### src/rtl/video_timing_pkg.sv
// Shared video timing package: 720p60 defaults, small test raster,
// line/frame total and counter-width helpers, flash FSM states.
package video_timing_pkg;

    localparam int H_ACTIVE_720P = 1280;
    localparam int H_FP_720P     = 110;
    localparam int H_SYNC_720P   = 40;
    localparam int H_BP_720P     = 220;
    localparam int V_ACTIVE_720P = 720;
    localparam int V_FP_720P     = 5;
    localparam int V_SYNC_720P   = 5;
    localparam int V_BP_720P     = 20;

    localparam int T_H_ACTIVE     = 8;
    localparam int T_H_FP         = 2;
    localparam int T_H_SYNC       = 2;
    localparam int T_H_BP         = 2;
    localparam int T_V_ACTIVE     = 4;
    localparam int T_V_FP         = 1;
    localparam int T_V_SYNC       = 1;
    localparam int T_V_BP         = 1;
    localparam int T_FLASH_FRAMES = 2;
    localparam int T_BOX_W        = 4;
    localparam int T_BOX_H        = 2;

    typedef enum logic {
        DARK = 1'b0,
        LIT  = 1'b1
    } flash_state_t;

    function automatic int line_total(int act, int fp, int sync, int bp);
        return act + fp + sync + bp;
    endfunction

    // Counter width for values 0..n-1, never below one bit.
    function automatic int cnt_width(int n);
        return (n > 1) ? $clog2(n) : 1;
    endfunction

endpackage

### src/rtl/video_timing_core.sv
// Raster counters with de/hs/vs decode and frame-boundary strobe.
// Ports: I_clk, I_rst_n in; O_hcnt/O_vcnt, O_de, O_hs, O_vs (active-high), O_frame_end out.
module video_timing_core
    import video_timing_pkg::*;
#(
    parameter int H_ACTIVE = H_ACTIVE_720P,
    parameter int H_FP     = H_FP_720P,
    parameter int H_SYNC   = H_SYNC_720P,
    parameter int H_BP     = H_BP_720P,
    parameter int V_ACTIVE = V_ACTIVE_720P,
    parameter int V_FP     = V_FP_720P,
    parameter int V_SYNC   = V_SYNC_720P,
    parameter int V_BP     = V_BP_720P,
    parameter int HW = cnt_width(line_total(H_ACTIVE, H_FP, H_SYNC, H_BP)),
    parameter int VW = cnt_width(line_total(V_ACTIVE, V_FP, V_SYNC, V_BP))
) (
    input  logic          I_clk,
    input  logic          I_rst_n,
    output logic [HW-1:0] O_hcnt,
    output logic [VW-1:0] O_vcnt,
    output logic          O_de,
    output logic          O_hs,
    output logic          O_vs,
    output logic          O_frame_end
);

    localparam int H_TOTAL = line_total(H_ACTIVE, H_FP, H_SYNC, H_BP);
    localparam int V_TOTAL = line_total(V_ACTIVE, V_FP, V_SYNC, V_BP);

    localparam logic [HW-1:0] H_LAST   = HW'(H_TOTAL - 1);
    localparam logic [VW-1:0] V_LAST   = VW'(V_TOTAL - 1);
    localparam logic [HW-1:0] H_ACT_C  = HW'(H_ACTIVE);
    localparam logic [VW-1:0] V_ACT_C  = VW'(V_ACTIVE);
    localparam logic [HW-1:0] HS_START = HW'(H_ACTIVE + H_FP);
    localparam logic [HW-1:0] HS_END   = HW'(H_ACTIVE + H_FP + H_SYNC);
    localparam logic [VW-1:0] VS_START = VW'(V_ACTIVE + V_FP);
    localparam logic [VW-1:0] VS_END   = VW'(V_ACTIVE + V_FP + V_SYNC);

    logic [HW-1:0] r_hcnt;
    logic [VW-1:0] r_vcnt;
    logic          w_h_last;
    logic          w_v_last;

    assign w_h_last = (r_hcnt == H_LAST);
    assign w_v_last = (r_vcnt == V_LAST);

    always_ff @(posedge I_clk or negedge I_rst_n) begin
        if (!I_rst_n) begin
            r_hcnt <= '0;
            r_vcnt <= '0;
        end else begin
            if (w_h_last) begin
                r_hcnt <= '0;
                r_vcnt <= w_v_last ? '0 : r_vcnt + VW'(1);
            end else begin
                r_hcnt <= r_hcnt + HW'(1);
            end
        end
    end

    assign O_hcnt      = r_hcnt;
    assign O_vcnt      = r_vcnt;
    assign O_de        = (r_hcnt < H_ACT_C) && (r_vcnt < V_ACT_C);
    assign O_hs        = (r_hcnt >= HS_START) && (r_hcnt < HS_END);
    // vcnt only moves on the hcnt wrap, so vs changes only at hcnt = 0.
    assign O_vs        = (r_vcnt >= VS_START) && (r_vcnt < VS_END);
    assign O_frame_end = w_h_last && w_v_last;

endmodule

### src/rtl/lag_pattern_gen.sv
// Flashing-box lag-test pattern source for hdmi_device, pixel clock domain.
// Ports: I_rgb_clk, I_rst_n, I_enable in; O_rgb_r/g/b, O_rgb_de/hs/vs, O_flash, O_frame_start out.
module lag_pattern_gen
    import video_timing_pkg::*;
#(
    parameter int         H_ACTIVE     = H_ACTIVE_720P,
    parameter int         H_FP         = H_FP_720P,
    parameter int         H_SYNC       = H_SYNC_720P,
    parameter int         H_BP         = H_BP_720P,
    parameter int         V_ACTIVE     = V_ACTIVE_720P,
    parameter int         V_FP         = V_FP_720P,
    parameter int         V_SYNC       = V_SYNC_720P,
    parameter int         V_BP         = V_BP_720P,
    parameter logic       HS_POL       = 1'b1,
    parameter logic       VS_POL       = 1'b1,
    parameter int         FLASH_FRAMES = 30,
    parameter int         BOX_W        = 256,
    parameter int         BOX_H        = 256,
    parameter logic [7:0] BG_LEVEL     = 8'h20
) (
    input  logic       I_rgb_clk,
    input  logic       I_rst_n,
    input  logic       I_enable,
    output logic [7:0] O_rgb_r,
    output logic [7:0] O_rgb_g,
    output logic [7:0] O_rgb_b,
    output logic       O_rgb_de,
    output logic       O_rgb_hs,
    output logic       O_rgb_vs,
    output logic       O_flash,
    output logic       O_frame_start
);

    localparam int HW = cnt_width(line_total(H_ACTIVE, H_FP, H_SYNC, H_BP));
    localparam int VW = cnt_width(line_total(V_ACTIVE, V_FP, V_SYNC, V_BP));
    localparam int FW = cnt_width(FLASH_FRAMES);

    localparam logic [HW-1:0] X0 = HW'((H_ACTIVE - BOX_W) / 2);
    localparam logic [HW-1:0] X1 = HW'((H_ACTIVE - BOX_W) / 2 + BOX_W);
    localparam logic [VW-1:0] Y0 = VW'((V_ACTIVE - BOX_H) / 2);
    localparam logic [VW-1:0] Y1 = VW'((V_ACTIVE - BOX_H) / 2 + BOX_H);
    localparam logic [FW-1:0] F_LAST = FW'(FLASH_FRAMES - 1);

    logic [HW-1:0] w_hcnt;
    logic [VW-1:0] w_vcnt;
    logic          w_de;
    logic          w_hs;
    logic          w_vs;
    logic          w_frame_end;

    video_timing_core #(
        .H_ACTIVE (H_ACTIVE),
        .H_FP     (H_FP),
        .H_SYNC   (H_SYNC),
        .H_BP     (H_BP),
        .V_ACTIVE (V_ACTIVE),
        .V_FP     (V_FP),
        .V_SYNC   (V_SYNC),
        .V_BP     (V_BP),
        .HW       (HW),
        .VW       (VW)
    ) u_timing (
        .I_clk       (I_rgb_clk),
        .I_rst_n     (I_rst_n),
        .O_hcnt      (w_hcnt),
        .O_vcnt      (w_vcnt),
        .O_de        (w_de),
        .O_hs        (w_hs),
        .O_vs        (w_vs),
        .O_frame_end (w_frame_end)
    );

    flash_state_t  r_state;
    flash_state_t  w_state_nxt;
    logic [FW-1:0] r_frame_cnt;
    logic [FW-1:0] w_frame_cnt_nxt;

    always_ff @(posedge I_rgb_clk or negedge I_rst_n) begin
        if (!I_rst_n) begin
            r_state     <= DARK;
            r_frame_cnt <= '0;
        end else begin
            r_state     <= w_state_nxt;
            r_frame_cnt <= w_frame_cnt_nxt;
        end
    end

    // State and frame count only move at the frame boundary, so no frame is torn.
    always_comb begin
        w_state_nxt     = r_state;
        w_frame_cnt_nxt = r_frame_cnt;
        if (w_frame_end) begin
            if (!I_enable) begin
                w_state_nxt     = DARK;
                w_frame_cnt_nxt = '0;
            end else if (r_frame_cnt == F_LAST) begin
                w_frame_cnt_nxt = '0;
                w_state_nxt     = (r_state == DARK) ? LIT : DARK;
            end else begin
                w_frame_cnt_nxt = r_frame_cnt + FW'(1);
            end
        end
    end

    logic       w_in_box;
    logic [7:0] w_pix;

    assign w_in_box = (w_hcnt >= X0) && (w_hcnt < X1) &&
                      (w_vcnt >= Y0) && (w_vcnt < Y1);

    always_comb begin
        w_pix = 8'h00;
        if (w_de) begin
            if (w_in_box) begin
                w_pix = (r_state == LIT) ? 8'hFF : 8'h00;
            end else begin
                w_pix = BG_LEVEL;
            end
        end
    end

    always_ff @(posedge I_rgb_clk or negedge I_rst_n) begin
        if (!I_rst_n) begin
            O_rgb_r       <= 8'h00;
            O_rgb_g       <= 8'h00;
            O_rgb_b       <= 8'h00;
            O_rgb_de      <= 1'b0;
            O_rgb_hs      <= ~HS_POL;
            O_rgb_vs      <= ~VS_POL;
            O_flash       <= 1'b0;
            O_frame_start <= 1'b0;
        end else begin
            O_rgb_r       <= w_pix;
            O_rgb_g       <= w_pix;
            O_rgb_b       <= w_pix;
            O_rgb_de      <= w_de;
            O_rgb_hs      <= w_hs ? HS_POL : ~HS_POL;
            O_rgb_vs      <= w_vs ? VS_POL : ~VS_POL;
            O_flash       <= (r_state == LIT);
            O_frame_start <= (w_hcnt == '0) && (w_vcnt == '0);
        end
    end

endmodule

### config.mk
export PLATFORM = sky130hd
export DESIGN_NAME = lag_pattern_gen
export DESIGN_NICKNAME = d
export VERILOG_FILES = /design/src/rtl/video_timing_pkg.sv /design/src/rtl/video_timing_core.sv /design/src/rtl/lag_pattern_gen.sv
export SDC_FILE = /design/constraint.sdc
export NUM_CORES = 1
export LEC_CHECK = 0
export BUFFER_PORTS_ARGS = -buffer_cell sky130_fd_sc_hd__buf_2
export CORE_ASPECT_RATIO = 0.8
export CORE_MARGIN = 2
export CORE_UTILIZATION = 50
export DETAILED_ROUTE_END_ITERATION = 10
export PLACE_DENSITY = 0.77
export SLEW_MARGIN = 40
export SYNTH_ARGS = -nofsm -noshare
export SYNTH_HDL_FRONTEND = slang
export SYNTH_SLANG_ARGS = --single-unit
### constraint.sdc
create_clock -name I_rgb_clk -period 2.33 [get_ports I_rgb_clk]
set_input_delay 0.1165 -clock I_rgb_clk [delete_from_list [all_inputs] [get_ports I_rgb_clk]]
set_output_delay 0.1165 -clock I_rgb_clk [all_outputs]
set_load 0.005 [all_outputs]
After elaboration in Yosys (flattened, before gate mapping). Index checks and enable logic that the tools add are counted.

Register bits: 40. Input port bits: 3. Word-level logic and storage cells: 50.

Add/sub/neg operators: 3. Order comparisons: 10. Eq/ne operators: 4. Muxes and demuxes: 12. Reductions and logical operators: 11.

Operators with widths (count): 8-bit two-way mux (3); 11-bit less-than comparator, second input constant (2); 10-bit less-than comparator, second input constant (2); 11-bit by 1-bit adder with 11-bit output, second input constant (1); 11-bit == test, second input constant (1); 11-bit by 10-bit >= comparator with 1-bit output, second input constant (1); 11-bit >= comparator, second input constant (1); 11-bit zero test (1); 11-bit by 10-bit less-than comparator with 1-bit output, second input constant (1); 11-bit two-way mux (1); 10-bit by 1-bit adder with 10-bit output, second input constant (1); 10-bit == test, second input constant (1); 10-bit >= comparator, second input constant (1); 10-bit by 8-bit >= comparator with 1-bit output, second input constant (1); 10-bit zero test (1); 10-bit by 9-bit less-than comparator with 1-bit output, second input constant (1); 10-bit two-way mux (1); 5-bit two-way mux (2); 1-bit logical AND (8); 5-bit by 1-bit adder with 5-bit output, second input constant (1); 5-bit == test, second input constant (1); 1-bit two-way mux (5); 2-bit by 1-bit inequality test with 1-bit output, second input constant (1); 2-bit AND reduction (1).

Depth between registers and ports, before layout. Gate-level depths: netlist of run 1.

Depth after elaboration: 6. Gate-level depth with buffers: 8.

Hierarchy. From an unflattened synthesis of run 1, not the netlist that was laid out.

Cells, all modules: 194. Area total of the unflattened synthesis: 2010.7 µm².

Modules (own cells, without submodules): video_timing_core (times used 1, cells an instance 122, area each 1247.4 µm², sequential area each 525.5 µm²); lag_pattern_gen (times used 1, cells an instance 72, area each 763.2 µm², sequential area each 325.3 µm²).

Least setup slack after synthesis of run 1. No wires, ideal clock.

Kind: reg-to-reg. Start point: reg u_timing.r_hcnt[2] (netlist: u_timing.O_hcnt[2]). End point: reg r_frame_cnt[3]. Arrival time: 1700 ps. Slack: 498 ps. Stages on the path, launching flop included: 8. Buffers on the path: 3. Clock period less this slack: 1832 ps. Cell sequence: dfrtp_1 -> buf_6 -> or3_4 -> or3_1 -> buf_6 -> buf_6 -> o31ai_1 -> o31ai_1.

Cells in the longest elaborated chain, start to end: 2.

RTL lines: start: declaration (line video_timing_core.sv:39) `logic [HW-1:0] r_hcnt;`; start signal: assignment (line video_timing_core.sv:56) `r_hcnt <= r_hcnt + HW'(1);`; 11-bit == test (line video_timing_core.sv:44) `assign w_h_last = (r_hcnt == H_LAST);`; 1-bit logical AND (line video_timing_core.sv:67) `assign O_frame_end = w_h_last && w_v_last;`; end signal: assignment (line lag_pattern_gen.sv:84) `r_frame_cnt <= w_frame_cnt_nxt;`; end: declaration (line lag_pattern_gen.sv:75) `logic [FW-1:0] r_frame_cnt;`.

No other way between the ends. A chain may end at the register's enable or synchronous reset.

Worst setup path after layout of run 1.
Start point: reg u_timing.r_hcnt[1] (netlist: u_timing.O_hcnt[1]). End point: reg u_timing.r_vcnt[7] (netlist: u_timing.O_vcnt[7]).

Cells in the longest elaborated chain, start to end: 1.

RTL lines: 11-bit == test (line video_timing_core.sv:44); end signal: assignment (line video_timing_core.sv:54) `r_vcnt <= w_v_last ? '0 : r_vcnt + VW'(1);`; end: declaration (line video_timing_core.sv:40) `logic [VW-1:0] r_vcnt;`.

No other way between the ends.

==> impl_metrics.json, run 1 <==
{
  "crit_path_max_incr_delay_ns": 0.63,
  "endpoint_kind": "flip-flop",
  "arrival_ns": 2.30,
  "grt_pass1_wl_um": 6490,
  "synth_edf_count": 0,
  "die_h_um": 61.2,
  "wire_per_inst_um": 13.9,
  "p_leak_nw": 1.04,
  "path_delay_family": "simple AND/OR/NAND/NOR gates",
  "drtIter0Drc": 172,
  "relSlewSlack_pct": 66.9,
  "drive_gt1_share_pct": 20.5,
  "drt_wl_total_um": 3940,
  "final_cell_count_no_fill": 284,
  "r2r-end": "u_timing.O_vcnt[7]",
  "dr.pass1.iters": 4,
  "io_pins": 32,
  "netlist_area_mm2": 0.00204,
  "postCtsSetupRepairBufs": 0,
  "crit_chain": "inv_1, ha_1, nand4b_1, or3_1, a211o_1, a21o_1",
  "r2r-start": "u_timing.O_hcnt[1]",
  "ys_dominant_reg_cell": "dfrtp_1",
  "yosysSeqAreaShare_pct": 41.7,
  "track_usage_pct": 19.4,
  "slew_viol_final": 0,
  "reg2reg_slack_ns": 0.21,
  "synthCells": 218,
  "hold_violations": 0,
  "portBuffers": 31,
  "die_area_mm2": 0.00461,
  "ant_nets": 0,
  "cts_max_level": 2,
  "syn_area_per_cell_um2": 9.37,
  "vias": 1577,
  "nFillCells": 359,
  "cts_made_buffers": 5,
  "synthArstFlopShare_pct": 100,
  "ys_types": 43,
  "worst-path-buf-inv": 1,
  "root_buffer": "clkbuf_8",
  "finalSetupTns_ns": 0,
  "wl_met1_um": 1910,
  "rows": 20,
  "gp_congestion": 0.858,
  "dr_wl_met2_um": 1700,
  "synth_nets": 230,
  "hp-start": "I_enable",
  "holdPathStages": 3,
  "coreArea_mm2": 0.00385,
  "routed_via_density": 5.55,
  "area_growth_pct": 8.82,
  "dp.cells": 275,
  "fin_crit_sh_pct": 91.0,
  "fin_skew_ns": 0.00545,
  "worstPathRequired_ns": 2.51,
  "rsz0062_at_grt": "false",
  "initial_core_util_pct": 53.0,
  "timing.final.ws_setup_ns": 0.210,
  "fmax_mhz": 472,
  "cts_sinks": 34,
  "tightest_slew_ns": 0.492,
  "grt_max_degree": 35,
  "reg2regPathDepth": 6,
  "whs_endpoint": "r_state",
  "pre_cts_ws_ns": 0.234,
  "cts_tree": "done",
  "fp.dieW_um": 75.5,
  "crit_slowest_cell": "or3_1",
  "crit_path_start_kind": "flip-flop",
  "cp_max_fo": 16,
  "cts_hold_buf": 1,
  "n_antenna_cell": 0,
  "cap_violations": 0,
  "grt-ovfl-total": 0,
  "antenna_found_initial": 0,
  "p_per_area_mw_per_mm2": 586,
  "drc": 0,
  "synth_seq_cells": 34,
  "yosys_warnings": 0,
  "dp_hpwl_um": 2750,
  "clockBufferDepth": 2,
  "outcome": "finished, final reports clean",
  "wl_met3_um": 238,
  "highest_layer": "met4",
  "critPathKind": "flip-flop to flip-flop",
  "hold_class": "input port to flip-flop",
  "setup_viol": 0,
  "nNetsFinal": 240,
  "insertion_delay_ns": 0.30,
  "layout_min_cycle_time_ns": 2.12,
  "cts.repair.resized": 0,
  "grt_pass1_vias": 1307,
  "path_clk_slew_ns": 0.07,
  "irDropWorstVdd_mv": 0.310
}
-- cell families (layout without fill, tap and decap cells) --
logic type,count (synthesis),in the layout,share of synthesized area [%]
adders and majority gates,9,9,5.51
AOI/OAI and AO/OA,37,37,11.9
muxes,3,3,1.53
and+or+nand+nor,80,80,21.4
DFF,34,34,41.7
xor gates and xnor gates,11,11,4.72
buffers and inverters,44,55,13.2
-- state kept, by name (all words and copies together), names as in the netlist --
signal           count
O_rgb_de             1
O_rgb_vs             1
O_rgb_hs             1
r_frame_cnt          5
r_state              1
u_timing.O_hcnt     11
O_rgb_b              2
u_timing.O_vcnt     10
O_frame_start        1
O_flash              1
-- cell usage after synthesis (2+ instances only) --
library cell  instances  area, µm²
nor4b_1               2       17.5
inv_1                11       41.3
nand4_1               5       31.3
mux2i_1               2       20.0
ha_1                  9        113
nor4_1                3       18.8
and2_1                3       18.8
a21oi_1               2       10.0
clkbuf_1              7       26.3
nor3b_1               2       15.0
nor3_1                9       45.0
buf_6                 3       33.8
and4_1                2       17.5
and3_1                6       37.5
a31oi_1               3       18.8
nand2_1              13       48.8
or3_1                 2       12.5
nor2_1               11       41.3
xnor2_1               9       78.8
a21boi_0              2       15.0
o31ai_1               5       37.5
nand3_1              15       75.1
a21o_1                2       15.0
dfrtp_1              34        851
buf_4                22        165
o21ai_0              16       80.1
xor2_1                2       17.5
-- where the power goes --
group	internal, W	switching (W)	leakage, nW	total (W)
clock	0.000456	0.000226	0.0714	0.000682
sequential	0.000593	0.00000232	0.441	0.000595
combinational	0.00000787	0.0000170	0.530	0.0000249
-- layout make-up --
| cell class | instances | area, µm² | share of cell area, % |
|---|---|---|---|
| Inverter | 11 | 41.3 | 1.86 |
| Timing Repair Buffer | 36 | 198 | 8.90 |
| Clock buffer | 6 | 82.6 | 3.72 |
| Multi-Input combinational cell | 140 | 921 | 41.4 |
| Clock inverter | 2 | 60.1 | 2.70 |
| Sequential cell | 34 | 851 | 38.3 |
| Tap cell | 55 | 68.8 | 3.10 |
-- worst min-delay path: stages --
cell and delay, ns:
buf_2 0.09, inv_1 0.15, o41ai_1 0.11
-- per-layer routing --
layer  vias up  global-route usage [%]
met1       750                    29.5
met4         0                    9.02
met5         -                       0
li1        763                       -
met3         7                    4.42
met2        57                    26.0
-- stage by stage --
step	area, µm²	utilization (%)	hold slack, ns	power (W)
2_1_floorplan	2040	-	-0.179	0.000614
3_3_place_gp	2070	53.6	0.224	0.000630
3_5_place_dp	2070	53.6	0.234	0.000631
4_1_cts	2220	57.6	0.209	0.00131
5_1_grt	2220	57.7	0.218	0.00135
6_report	2220	57.7	0.218	0.00130
-- worst max-delay path by stage --
stage | from | to | slack [ns] | depth (start not counted)
final | u_timing.O_hcnt[1] | u_timing.O_vcnt[7] | 0.21 | 6
after global routing | u_timing.O_hcnt[1] | u_timing.O_vcnt[7] | 0.05 | 6
after CTS | u_timing.O_hcnt[1] | u_timing.O_vcnt[7] | 0.22 | 6
after detailed placement | u_timing.O_hcnt[1] | u_timing.O_vcnt[7] | 0.23 | 6
after global placement | u_timing.O_hcnt[1] | u_timing.O_vcnt[7] | 0.37 | 6
after floorplan | u_timing.O_hcnt[2] | r_frame_cnt[3] | 0.50 | 7
-- cell usage in the layout (no fill, tap or decap), types with 3 or more instances in the layout --
cell	n
nor3_1	9
o21ai_0	16
inv_1	11
nor4_1	3
clkbuf_8	6
nand2_1	13
buf_2	30
nand3_1	15
and3_1	6
nand4_1	5
buf_4	5
ha_1	9
and2_1	3
o31ai_1	5
xnor2_1	9
nor2_1	11
a31oi_1	3
dfrtp_1	34
Power figures use the tool's default switching activity.
==> inputs of run 2 (changes only) <==
Settings changed: CTS_BUF_LIST set to sky130_fd_sc_hd__clkbuf_8.
Clock period 2.33 ns to 2.2 ns, I/O delays scaled along.
==> run 2 against run 1 <==
Effect of this change:
- design area rose by 0.11%
- non-clock buffer count rose by 3
- register-to-register slack barely moved
- combinational power rose by 8.8%
- utilization rose by 0.065 points
- maximum frequency rose by 6.1%
- first-iteration DRC count fell by 42%
- sequential power rose by 5.9%
- largest power group is now registers
==> impl_metrics.json, run 2 (synthesis results as in run 1) <==
{
  "n_antenna_cell": 0,
  "cap_violations": 0,
  "cts_max_level": 2,
  "drtIter0Drc": 100,
  "grt_pass1_wl_um": 6200,
  "pre_cts_ws_ns": 0.133,
  "dp_hpwl_um": 2760,
  "arrival_ns": 2.18,
  "slew_viol_final": 0,
  "r2r-start": "u_timing.O_hcnt[1]",
  "fp.dieW_um": 75.5,
  "die_h_um": 61.2,
  "clockBufferDepth": 2,
  "postCtsSetupRepairBufs": 0,
  "critPathKind": "flip-flop to flip-flop",
  "nFillCells": 371,
  "dr.pass1.iters": 4,
  "reg2regPathDepth": 6,
  "routed_via_density": 5.48,
  "grt_max_degree": 35,
  "cts_sinks": 34,
  "antenna_found_initial": 0,
  "vias": 1567,
  "drive_gt1_share_pct": 22.1,
  "outcome": "finished, final reports clean",
  "rows": 20,
  "r2r-end": "r_frame_cnt[4]",
  "gp_congestion": 0.861,
  "ant_nets": 0,
  "rsz0062_at_grt": "false",
  "setup_viol": 0,
  "finalSetupTns_ns": 0,
  "fmax_mhz": 500,
  "hp-start": "I_enable",
  "cp_max_fo": 6,
  "hold_violations": 0,
  "root_buffer": "clkbuf_8",
  "hold_class": "input port to flip-flop",
  "cts_made_buffers": 5,
  "cts_tree": "done",
  "nNetsFinal": 243,
  "track_usage_pct": 18.7,
  "io_pins": 32,
  "whs_endpoint": "r_state",
  "endpoint_kind": "flip-flop",
  "path_clk_slew_ns": 0.06,
  "crit_path_start_kind": "flip-flop",
  "insertion_delay_ns": 0.28,
  "irDropWorstVdd_mv": 0.385,
  "holdPathStages": 3,
  "layout_common_cells": "dfrtp_1 (34), buf_2 (30), o21ai_0 (16), nand3_1 (14), nand2_1 (13)",
  "fin_crit_sh_pct": 90.8,
  "portBuffers": 31,
  "relSlewSlack_pct": 68.5,
  "final_common_cell": "dfrtp_1",
  "p_per_area_mw_per_mm2": 555,
  "fin_skew_ns": 0.00792,
  "worstPathRequired_ns": 2.38,
  "grt_pass1_vias": 1288,
  "drt_wl_total_um": 3900,
  "die_area_mm2": 0.00461,
  "reg2reg_slack_ns": 0.20,
  "tightest_slew_ns": 0.469,
  "area_growth_pct": 8.95,
  "initial_core_util_pct": 53.0,
  "largest_reg_flops": 11,
  "coreArea_mm2": 0.00385,
  "layout_min_cycle_time_ns": 2.00,
  "timing.final.ws_setup_ns": 0.202,
  "grt-ovfl-total": 0,
  "wire_per_inst_um": 13.6,
  "p_leak_nw": 1.05,
  "drc": 0
}
-- run 2: final cells by class --
| type | count | area [µm²] | share of cell area (%) |
|---|---|---|---|
| clock buffers | 6 | 82.6 | 3.71 |
| clock inverters | 1 | 30.0 | 1.35 |
| inverters | 11 | 41.3 | 1.86 |
| multi-input cells | 140 | 931 | 41.8 |
| flip-flops and latches | 34 | 851 | 38.2 |
| well taps | 55 | 68.8 | 3.09 |
| repair buffers | 39 | 220 | 9.90 |
-- run 2: critical path, stage by stage, from the launching register on --
cell and delay [ns]:
dfrtp_1 0.43, inv_1 0.10, ha_1 0.16, nand4b_1 0.20, nor3_1 0.47, nand3_1 0.24
o31ai_1 0.30
-- run 2: stage by stage --
step                utilization (%)  cell area [µm²]  hold WS, ns  instances  power (W)
finish                         57.7             2220        0.216        286    0.00123
global route                   57.7             2220        0.232        286    0.00129
CTS                            57.4             2210        0.205        286    0.00125
detailed placement             54.2             2090        0.220        278   0.000668
global placement               54.2             2090        0.221        278   0.000668
floorplan                         -             2040       -0.186        218   0.000651
-- run 2: worst max path at each step --
stage / slack (ns) / to / cells after the start / from
floorplan: 0.37 / r_frame_cnt[3] / 7 / u_timing.O_hcnt[2]
global placement: 0.23 / u_timing.O_vcnt[7] / 6 / u_timing.O_hcnt[1]
detailed placement: 0.13 / u_timing.O_vcnt[7] / 6 / u_timing.O_hcnt[1]
CTS: 0.13 / u_timing.O_vcnt[7] / 6 / u_timing.O_hcnt[1]
global route: 0.02 / r_frame_cnt[4] / 6 / u_timing.O_hcnt[1]
finish: 0.20 / r_frame_cnt[4] / 6 / u_timing.O_hcnt[1]
-- run 2: per-layer routing --
metal  global-route usage, %  vias up  part of all wire (%)
met2                    26.7       58                    41
met1                    26.9      728                    50
met4                    9.77        0                   2.1
met5                       0        -                     0
li1                        -      774                     -
met3                    3.93        7                   7.1
-- run 2: what timing repair did --
item,4_1_cts,5_1_grt
hold buffers,1,0
endpoints found under the setup margin,0,3
resized for setup,0,2
endpoints found under the hold margin,34,0
-- run 2: where the power goes --
part | switching [W] | total, W | internal (W)
Sequential | 0.00000256 | 0.000630 | 0.000628
Clock | 0.000214 | 0.000576 | 0.000362
Combinational | 0.0000186 | 0.0000271 | 0.00000841
Total | 0.000235 | 0.00123 | 0.000998
